### src/rtl/rv32i_pkg.sv
// RV32I constants and types shared by the instruction encoder and the decoder.
package rv32i_pkg;

  localparam logic [6:0] OP_IMM     = 7'b0010011;
  localparam logic [6:0] OP_REG     = 7'b0110011;
  localparam logic [6:0] FUNCT7_ALT = 7'b0100000;

  localparam logic [2:0] F3_ADD  = 3'b000;
  localparam logic [2:0] F3_SLL  = 3'b001;
  localparam logic [2:0] F3_SLT  = 3'b010;
  localparam logic [2:0] F3_SLTU = 3'b011;
  localparam logic [2:0] F3_XOR  = 3'b100;
  localparam logic [2:0] F3_SRL  = 3'b101;
  localparam logic [2:0] F3_OR   = 3'b110;
  localparam logic [2:0] F3_AND  = 3'b111;

  typedef enum logic {
    INS_I = 1'b0,
    INS_R = 1'b1
  } ins_type_e;

  typedef enum logic [1:0] {
    S_IDLE  = 2'd0,
    S_WRITE = 2'd1,
    S_FULL  = 2'd2
  } enc_state_e;

endpackage

### src/rtl/ins_encoder_if.sv
// Request handshake plus instruction-memory write port of the encoder.
interface ins_encoder_if #(
  parameter int ADDR_W = 8
);

  logic              in_valid;
  logic              in_ready;
  logic              in_type;
  logic [3:0]        in_aluop;
  logic [4:0]        in_rd;
  logic [4:0]        in_rs1;
  logic [4:0]        in_rs2;
  logic [11:0]       in_imm;
  logic              mem_wr_en;
  logic [ADDR_W-1:0] mem_addr;
  logic [31:0]       mem_wdata;
  logic              mem_wr_ack;

  // Loader and memory side
  modport master (
    output in_valid, in_type, in_aluop, in_rd, in_rs1, in_rs2, in_imm, mem_wr_ack,
    input  in_ready, mem_wr_en, mem_addr, mem_wdata
  );

  // Encoder side
  modport slave (
    input  in_valid, in_type, in_aluop, in_rd, in_rs1, in_rs2, in_imm, mem_wr_ack,
    output in_ready, mem_wr_en, mem_addr, mem_wdata
  );

endinterface

### src/rtl/ins_field_pack.sv
// Combinational legality check and 32-bit packing of one I/R-type ALU request.
module ins_field_pack
  import rv32i_pkg::*;
(
  input  ins_type_e   ins_type,
  input  logic [3:0]  aluop,
  input  logic [4:0]  rd,
  input  logic [4:0]  rs1,
  input  logic [4:0]  rs2,
  input  logic [11:0] imm,
  output logic        legal,
  output logic [31:0] word
);

  logic [2:0]  funct3;
  logic        alt;
  logic        imm_hi_zero;
  logic [11:0] imm_field;
  logic [6:0]  funct7;

  assign funct3      = aluop[2:0];
  assign alt         = aluop[3];
  assign imm_hi_zero = (imm[11:5] == 7'd0);

  always_comb begin
    legal     = 1'b1;
    imm_field = imm;
    funct7    = 7'd0;
    word      = '0;
    if (ins_type == INS_I) begin
      // Only SRAI has an alternate I-type form; its funct7 lives in imm[11:5]
      if (alt) begin
        legal     = (funct3 == F3_SRL) && imm_hi_zero;
        imm_field = {FUNCT7_ALT, imm[4:0]};
      end else if ((funct3 == F3_SLL) || (funct3 == F3_SRL)) begin
        legal = imm_hi_zero;
      end
      word = {imm_field, rs1, funct3, rd, OP_IMM};
    end else begin
      legal  = !alt || (funct3 == F3_ADD) || (funct3 == F3_SRL);
      funct7 = alt ? FUNCT7_ALT : 7'd0;
      word   = {funct7, rs2, rs1, funct3, rd, OP_REG};
    end
  end

endmodule

### src/rtl/ins_encoder.sv
// Streaming RV32I I/R-type encoder: legality-checks requests and writes packed
// words to consecutive instruction-memory addresses through a stallable port.
//
// state | meaning
// IDLE  | ready for a request
// WRITE | word held on the memory port until acknowledged
// FULL  | DEPTH words written; only clear or rst leave
module ins_encoder
  import rv32i_pkg::*;
#(
  parameter int DEPTH  = 256,
  parameter int ADDR_W = 8
) (
  input  logic            clk,
  input  logic            rst,
  input  logic            clear,
  ins_encoder_if.slave    bus,
  output logic            err,
  output logic            full,
  output logic [ADDR_W:0] word_cnt
);

  localparam logic [ADDR_W:0]   DEPTH_CNT = (ADDR_W + 1)'(DEPTH);
  localparam logic [ADDR_W-1:0] ADDR_MAX  = '1;

  enc_state_e      state;
  logic            pk_legal;
  logic [31:0]     pk_word;
  logic [ADDR_W:0] next_cnt;

  ins_field_pack u_pack (
    .ins_type (ins_type_e'(bus.in_type)),
    .aluop    (bus.in_aluop),
    .rd       (bus.in_rd),
    .rs1      (bus.in_rs1),
    .rs2      (bus.in_rs2),
    .imm      (bus.in_imm),
    .legal    (pk_legal),
    .word     (pk_word)
  );

  assign next_cnt = word_cnt + 1'b1;

  always_ff @(posedge clk or posedge rst) begin
    if (rst) begin
      state         <= S_IDLE;
      bus.in_ready  <= 1'b1;
      bus.mem_wr_en <= 1'b0;
      bus.mem_addr  <= '0;
      bus.mem_wdata <= '0;
      err           <= 1'b0;
      full          <= 1'b0;
      word_cnt      <= '0;
    end else if (clear) begin
      state         <= S_IDLE;
      bus.in_ready  <= 1'b1;
      bus.mem_wr_en <= 1'b0;
      bus.mem_addr  <= '0;
      err           <= 1'b0;
      full          <= 1'b0;
      word_cnt      <= '0;
    end else begin
      err <= 1'b0;
      case (state)
        S_IDLE: begin
          if (bus.in_valid) begin
            if (pk_legal) begin
              bus.mem_wdata <= pk_word;
              bus.mem_wr_en <= 1'b1;
              bus.in_ready  <= 1'b0;
              state         <= S_WRITE;
            end else begin
              err <= 1'b1;
            end
          end
        end
        S_WRITE: begin
          if (bus.mem_wr_ack) begin
            bus.mem_wr_en <= 1'b0;
            word_cnt      <= next_cnt;
            // Saturate so the address never wraps when DEPTH == 2**ADDR_W
            if (bus.mem_addr != ADDR_MAX) bus.mem_addr <= bus.mem_addr + 1'b1;
            if (next_cnt == DEPTH_CNT) begin
              full  <= 1'b1;
              state <= S_FULL;
            end else begin
              bus.in_ready <= 1'b1;
              state        <= S_IDLE;
            end
          end
        end
        S_FULL: begin
          full <= 1'b1;
        end
        default: begin
          state        <= S_IDLE;
          bus.in_ready <= 1'b1;
        end
      endcase
    end
  end

endmodule

### src/flat_wrapper.sv
// flat-port wrapper written by rule: the top's interface ports become plain ports
module ins_encoder_flat import rv32i_pkg::*;
#(
  parameter int DEPTH  = 256,
  parameter int ADDR_W = 8
)
  (clk, rst, clear, err, full, word_cnt, bus_in_valid, bus_in_type, bus_in_aluop, bus_in_rd, bus_in_rs1, bus_in_rs2, bus_in_imm, bus_mem_wr_ack, bus_in_ready, bus_mem_wr_en, bus_mem_addr, bus_mem_wdata);
  ins_encoder_if #(.ADDR_W(ADDR_W)) bus_i ();
  input  logic clk;
  input  logic rst;
  input  logic clear;
  output logic err;
  output logic full;
  output logic [ADDR_W:0] word_cnt;
  input wire logic [$bits(bus_i.in_valid)-1:0] bus_in_valid;
  input wire logic [$bits(bus_i.in_type)-1:0] bus_in_type;
  input wire logic [$bits(bus_i.in_aluop)-1:0] bus_in_aluop;
  input wire logic [$bits(bus_i.in_rd)-1:0] bus_in_rd;
  input wire logic [$bits(bus_i.in_rs1)-1:0] bus_in_rs1;
  input wire logic [$bits(bus_i.in_rs2)-1:0] bus_in_rs2;
  input wire logic [$bits(bus_i.in_imm)-1:0] bus_in_imm;
  input wire logic [$bits(bus_i.mem_wr_ack)-1:0] bus_mem_wr_ack;
  output wire logic [$bits(bus_i.in_ready)-1:0] bus_in_ready;
  output wire logic [$bits(bus_i.mem_wr_en)-1:0] bus_mem_wr_en;
  output wire logic [$bits(bus_i.mem_addr)-1:0] bus_mem_addr;
  output wire logic [$bits(bus_i.mem_wdata)-1:0] bus_mem_wdata;
  assign bus_i.in_valid = bus_in_valid;
  assign bus_i.in_type = bus_in_type;
  assign bus_i.in_aluop = bus_in_aluop;
  assign bus_i.in_rd = bus_in_rd;
  assign bus_i.in_rs1 = bus_in_rs1;
  assign bus_i.in_rs2 = bus_in_rs2;
  assign bus_i.in_imm = bus_in_imm;
  assign bus_i.mem_wr_ack = bus_mem_wr_ack;
  assign bus_in_ready = bus_i.in_ready;
  assign bus_mem_wr_en = bus_i.mem_wr_en;
  assign bus_mem_addr = bus_i.mem_addr;
  assign bus_mem_wdata = bus_i.mem_wdata;
  ins_encoder #(.DEPTH(DEPTH), .ADDR_W(ADDR_W)) u_core (.clk(clk), .rst(rst), .clear(clear), .bus(bus_i), .err(err), .full(full), .word_cnt(word_cnt));
endmodule
### config.mk
export PLATFORM = sky130hd
export DESIGN_NAME = ins_encoder_flat
export DESIGN_NICKNAME = d
export VERILOG_FILES = /design/src/rtl/rv32i_pkg.sv /design/src/rtl/ins_encoder_if.sv /design/src/rtl/ins_field_pack.sv /design/src/rtl/ins_encoder.sv /design/src/flat_wrapper.sv
export SDC_FILE = /design/constraint.sdc
export NUM_CORES = 1
export LEC_CHECK = 0
export CAP_MARGIN = 5
export CORE_UTILIZATION = 30
export DETAILED_ROUTE_END_ITERATION = 8
export DONT_BUFFER_PORTS = 1
export PLACE_DENSITY = 0.5
export SYNTH_ARGS = -nofsm -noshare
export SYNTH_HDL_FRONTEND = slang
export SYNTH_HIERARCHICAL = 1
export SYNTH_SLANG_ARGS = --single-unit
### constraint.sdc
create_clock -name clk -period 2.1 [get_ports clk]
set_clock_uncertainty 0.05 [all_clocks]
set_input_delay 0.63 -clock clk [delete_from_list [all_inputs] [get_ports clk]]
set_output_delay 0.63 -clock clk [all_outputs]
set_load 0.01 [all_outputs]
==> qor.yml, run 1 <==
die:
  die_area_sq_mm: 0.00955
  ios: 90
  num_rows: 34
  fp.dieW_um: 97.7
  die_h_um: 97.7
  start_util: 0.312
  core_region_area_sq_mm: 0.00881
layout:
  final_common_cell: "dfrtp_1"
  diodes: 0
  area_growth_pct: 4.05
  drive_gt1_frac: 0.291
  nets: 268
  fin_util: 0.325
  final_cell_mix: "54 x dfrtp_1, 38 x mux2_2, 13 x o21ai_0"
  final_cells: 338
sta:
  post-route-period-util: 0.869
  setup_violations: 0
  rsz0062_at_grt: "false"
  hold_violations: 0
  min_period_ns: 1.83
  slew_viol_final: 0
  fmax_ghz: 0.548
clock_tree:
  cts_tree: "done"
  cts_num_sinks: 55
  numCtsBuffers: 5
  clockRootBuffer: "clkbuf_8"
  cts_setup_buffers: 0
  ctsLongestPathBuffers: 2
  htree_levels: 2
  clk_latency_ns: 0.30
  path_clk_slew_ns: 0.10
  ctsResizeCount: 0
  cts-hold-fix-buffers: 0
place:
  io_buffers: 0
  globalplace.congestion: 0.754
  placedCellCount: 330
  hpwl_um: 4000
detailed_routing:
  vias: 1701
  wire_per_inst_um: 16.1
  vias_per_cell: 5.03
  drtIter0Drc: 63
  first_pass_iters: 6
  wl_um: 5450
  antenna_left: 0
  drc: 8
global_route:
  grt.total_usage: 0.119
  grt_pass1_wl_um: 9000
  grt_pass1_vias: 1795
  antenna_found_initial: 0
  grt_max_degree: 27
  overflow: 0
worst_setup_path:
  arrival_ns: 1.98
  path_max_fanout: 5
  crit_type: "reg -> reg"
  worstRegToRegCells: 5
  start_kind: "flip-flop"
  end_kind: "flip-flop"
  worst_ep_required_time_ns: 2.25
synthesis:
  synth_edf_count: 0
  synth_cell_types: 49
  synth_area_sq_mm: 0.00275
  yosysTopAreaCellShare: 0.492
  ys_seq_area_frac: 0.501
  synthCells: 239
  yosysWarnings: 6
  ys_seq_elements: 55
  yosysTopAreaCell: "dfrtp_1"
  synth_area_leaders: "dfrtp_1 49%, mux2_2 16%, buf_4 6.0%"
  async_flop_share: 1.00
  avgSynthCellArea_sq_um: 11.5
  synth_flop_cell: "dfrtp_1"
outcome:
  violations: "DRC"
  status: "complete, but fails checks"
power:
  internal_power_w: 0.00161
  power.share.clock: 0.265
  leakagePower_nw: 1.20
  power_density_mw_per_mm2: 786
  seq_power_share: 0.621
  swShare: 0.283
  pwr-share-comb: 0.114
  peakVddDrop_mv: 0.316
  switching_power_w: 0.000636
worst_hold_path:
  hp-class: "in -> async"
job:
  drv_cap: 0
-- state kept, by name, indices dropped and copies added, names as in the netlist --
register,count
u_core/bus.mem_wr_en,1
u_core/full,1
u_core/err,1
u_core/word_cnt,9
u_core/bus.in_ready,1
u_core/bus.mem_wdata,32
u_core/bus.mem_addr,8
u_core/state,2
-- worst paths after layout --
check,start,end,slack (ns)
min reg2reg,u_core/bus.mem_wdata[7],u_core/bus.mem_wdata[7],0.53
max in group asynchronous,rst,u_core/bus.in_ready,1.23
max,u_core/word_cnt[1],u_core/full,0.27
max reg2reg,u_core/word_cnt[1],u_core/full,0.27
min,rst,u_core/word_cnt[3],0.17
min in group clk,clear,u_core/word_cnt[3],0.32
-- layer usage --
metal  share of wire  up-vias  global-route usage
li1                -      791                   -
met1            0.40      831               0.136
met2            0.47       75               0.199
met3            0.11        4              0.0561
met4          0.0095        0              0.0350
met5               0        -                   0
-- area by class of cell --
| type | instances | area, sq um |
|---|---|---|
| Fill cell | 887 | 5950 |
| Sequential cell | 55 | 1380 |
| Multi-Input combinational cell | 151 | 1140 |
| Tap cell | 108 | 135 |
| Timing Repair Buffer | 8 | 85.1 |
| Clock buffer | 5 | 68.8 |
| Inverter | 8 | 30.0 |
| Clock inverter | 3 | 25.0 |
-- critical path: stages, from the launching register on --
cell and delay, ns:
dfrtp_1 0.46, ha_1 0.26, and4b_2 0.26, nand4_1 0.09, o31a_1 0.31, a311oi_1 0.29
-- cell usage after synthesis, types with 4 or more instances --
cell and count:
nand3_1 5, or3_1 5, mux2_2 38, a21oi_1 8
o21ai_0 13, nor2_1 11, nand2_1 12, buf_4 22
inv_1 8, nor4_1 5, nand4_1 4, and2_1 6
dfrtp_1 54
-- per-stage QoR --
step	setup WS [ns]	power [W]	TNS, ns	hold slack [ns]	area [sq um]
finish	0.275	0.00225	0	0.166	2860
global route	0.164	0.00239	0	0.184	2860
CTS	0.244	0.00230	0	0.184	2860
detailed placement	-0.0851	0.00169	-2.29	0.516	2770
global placement	-0.0276	0.00167	-0.728	0.517	2770
floorplan	0.0206	0.00164	0	0.496	2760
-- power by group through the flow --
stage	Clock, W	Sequential, W	Combinational [W]
final	0.000595	0.00140	0.000256
after floorplan	0	0.00138	0.000253
after global placement	0	0.00142	0.000251
after global routing	0.000679	0.00142	0.000286
after detailed placement	0	0.00142	0.000263
after CTS	0.000632	0.00140	0.000263
-- cells by family after synthesis --
| kind of cell | after synthesis | share of synthesized area |
|---|---|---|
| flops | 55 | 0.501 |
| buf+inv | 37 | 0.0902 |
| fa+ha+maj | 2 | 0.00911 |
| simple gates | 65 | 0.140 |
| mux | 38 | 0.156 |
| xor+xnor | 6 | 0.0191 |
| compound gates | 34 | 0.0820 |
| other cells | 2 | 0.00273 |
Power figures use the tool's default switching activity.
==> inputs of run 2 (changes only) <==
--- a/config.mk
+++ b/config.mk
@@ -9,7 +9,7 @@
 export CORE_UTILIZATION = 30
 export DETAILED_ROUTE_END_ITERATION = 8
 export DONT_BUFFER_PORTS = 1
-export PLACE_DENSITY = 0.5
+export PLACE_DENSITY = 0.55
 export SYNTH_ARGS = -nofsm -noshare
 export SYNTH_HDL_FRONTEND = slang
 export SYNTH_HIERARCHICAL = 1
==> run 2 against run 1 <==
Effect of this change:
- the flow still finishes with violations (DRC)
- sequential power is essentially flat
- total power grew 6.0%
- cell count unchanged
- setup slack got worse by 0.056 ns
- critical path depth is 1 higher
- clock power rose by 23%
- first-iteration DRC count is 1.6% lower
- combinational power about the same
- sequential share of layout area is 0.58 points lower
- critical path type is now in -> reg
- largest power group unchanged
- highest routed layer unchanged
==> qor.yml, run 2 (synthesized netlist as in run 1, its figures left out) <==
detailed_routing:
  wire_per_inst_um: 15.9  # was 16.1 um
  vias_per_cell: 5.14  # was 5.03
  wl_um: 5370  # was 5450 um
  antenna_left: 0  # unchanged
  vias: 1737  # was 1701
  first_pass_iters: 6  # unchanged
  drc: 8  # unchanged
  drtIter0Drc: 62  # was 63
global_route:
  overflow: 0  # unchanged
  grt.total_usage: 0.116  # was 0.119
  grt_pass1_wl_um: 8870  # was 9000 um
  grt_max_degree: 56  # was 27
  grt_pass1_vias: 1740  # was 1795
  antenna_found_initial: 0  # unchanged
die:
  num_rows: 34  # unchanged
  fp.dieW_um: 97.7  # unchanged
  ios: 90  # unchanged
  die_h_um: 97.7  # unchanged
  die_area_sq_mm: 0.00955  # unchanged
  core_region_area_sq_mm: 0.00881  # unchanged
  start_util: 0.312  # unchanged
layout:
  regMostFlops: "u_core/bus.mem_wdata"  # unchanged
  final_common_cell: "dfrtp_1"  # unchanged
  nets: 268  # unchanged
  n_fill_cell: 880  # was 887
  diodes: 0  # unchanged
  area_growth_pct: 5.33  # was 4.05%
  stdcell_area_sq_mm: 0.00289  # was 0.00286 sq mm
  multi_input_area_sq_mm: 0.00114  # unchanged
  reg.largest.list: "u_core/bus.mem_wdata x32, u_core/word_cnt x9, u_core/bus.mem_addr x8"  # unchanged
  final_cell_mix: "54 x dfrtp_1, 38 x mux2_2, 13 x o21ai_0"  # unchanged
  drive_gt1_frac: 0.291  # unchanged
  largest_register_ff_count: 32  # unchanged
  fin_util: 0.329  # was 0.325
  seq_area_sq_mm: 0.00138  # unchanged
outcome:
  violations: "DRC"  # unchanged
  status: "complete, but fails checks"  # unchanged
power:
  power.share.clock: 0.308  # was 0.265
  power_density_mw_per_mm2: 824  # was 786 mW/mm^2
  switching_power_w: 0.000649  # was 0.000636 W
  peakVddDrop_mv: 0.404  # was 0.316 mV
  internal_power_w: 0.00174  # was 0.00161 W
  pwr-share-comb: 0.107  # was 0.114
  p_total_w: 0.00238  # was 0.00225 W
  leakagePower_nw: 1.23  # was 1.20 nW
  seq_power_share: 0.585  # was 0.621
  swShare: 0.272  # was 0.283
clock_tree:
  ctsResizeCount: 0  # unchanged
  path_clk_slew_ns: 0.10  # about the same
  ctsLongestPathBuffers: 2  # unchanged
  cts_num_sinks: 55  # unchanged
  numCtsBuffers: 5  # unchanged
  htree_levels: 2  # unchanged
  cts-hold-fix-buffers: 0  # unchanged
  clk_latency_ns: 0.31  # was 0.30 ns
  cts_setup_buffers: 0  # unchanged
  clockRootBuffer: "clkbuf_8"  # unchanged
  cts_tree: "done"  # unchanged
sta:
  slew_viol_final: 0  # unchanged
  post-route-period-util: 0.896  # was 0.869
  rsz0062_at_grt: "false"  # unchanged
  min_period_ns: 1.88  # was 1.83 ns
  hold_violations: 0  # unchanged
  setup_ws_ns: 0.218  # was 0.275 ns
  setup_violations: 0  # unchanged
  fmax_ghz: 0.531  # was 0.548 GHz
place:
  place_ws_ns: -0.0796  # was -0.0851 ns
  placed_cell_area_sq_mm: 0.00278  # was 0.00277 sq mm
  io_buffers: 0  # unchanged
  globalplace.congestion: 0.721  # was 0.754
  hpwl_um: 3880  # was 4000 um
worst_setup_path:
  cp-startpoint: "bus_in_imm[7]"  # was u_core/word_cnt[1]
  worst_ep_required_time_ns: 2.25  # about the same
  rrSetupSlack_ns: 0.34  # was 0.27 ns
  worstRegToRegCells: 5  # unchanged
  path_max_fanout: 21  # was 5
  end_kind: "flip-flop"  # unchanged
  crit_type: "in -> reg"  # was reg -> reg
  crit_end: "u_core/bus.mem_wdata[7]"  # was u_core/full
  r2r-end: "u_core/bus.mem_addr[6]"  # was u_core/full
  r2r_start: "u_core/bus.mem_addr[0]"  # was u_core/word_cnt[1]
  arrival_ns: 2.03  # was 1.98 ns
  start_kind: "primary input"  # was flip-flop
worst_hold_path:
  hp-class: "in -> async"  # unchanged
job:
  drv_cap: 0  # unchanged
[run 2: changes by cell type in the layout (fill, tap and decap cells not counted), sizes merged]
cell / previous run / this run
clkinv: 2 / 1
bufinv: 0 / 1
clkinvlp: 1 / 0
inv: 8 / 9
[run 2: critical path, stage by stage]
cell and delay (ns):
nor4_1 0.32, nand2_1 0.10, a32oi_1 0.31, nand3_2 0.18, buf_12 0.20, mux2_2 0.28
[run 2: metal layers]
metal | global-route usage | share of wire
met3 | 0.0547 | 0.11
met5 | 0 | 0
met2 | 0.195 | 0.48
met4 | 0.0315 | 0.0073
met1 | 0.134 | 0.40
[run 2: metrics by stage]
stage / setup TNS [ns] / std cells / hold slack (ns)
after global routing: 0 / 338 / 0.213
after floorplan: 0 / 243 / 0.496
after CTS: 0 / 338 / 0.199
final: 0 / 338 / 0.193
after detailed placement: -2.00 / 330 / 0.519
after global placement: -0.0645 / 330 / 0.515
[run 2: worst min-delay path by stage]
stage / end / start / slack (ns) / cells past startpoint
final: u_core/word_cnt[4] / rst / 0.19 / 2
after global routing: u_core/bus.mem_wr_en / rst / 0.21 / 2
after CTS: u_core/word_cnt[6] / rst / 0.20 / 2
after detailed placement: u_core/bus.mem_wdata[19] / u_core/bus.mem_wdata[19] / 0.52 / 1
after global placement: u_core/bus.mem_wdata[21] / u_core/bus.mem_wdata[21] / 0.52 / 1
after floorplan: u_core/bus.mem_addr[1] / u_core/bus.mem_addr[1] / 0.50 / 2
[run 2: layout make-up]
cell class	instances	share of cell area
sequential	55	0.476
multi-input combinational	151	0.393
tap	108	0.0467
timing repair buffer	8	0.0337
clock buffer	5	0.0238
clock inverter	3	0.0164
inverter	8	0.0104
[run 2: power by group through the flow]
stage | combinational, W | clock (W) | sequential [W]
3_5_place_dp | 0.000261 | 0 | 0.00142
2_1_floorplan | 0.000253 | 0 | 0.00138
5_1_grt | 0.000284 | 0.000815 | 0.00142
4_1_cts | 0.000261 | 0.000775 | 0.00140
6_report | 0.000255 | 0.000734 | 0.00140
3_3_place_gp | 0.000251 | 0 | 0.00142
==> inputs of run 3 (changes only) <==
--- a/config.mk
+++ b/config.mk
@@ -7,6 +7,7 @@
 export LEC_CHECK = 0
 export CAP_MARGIN = 5
 export CORE_UTILIZATION = 30
+export CTS_CLUSTER_SIZE = 20
 export DETAILED_ROUTE_END_ITERATION = 8
 export DONT_BUFFER_PORTS = 1
 export PLACE_DENSITY = 0.55
==> results of run 3 <==
The final DEF is identical to that of run 2; final timing and power are the same.
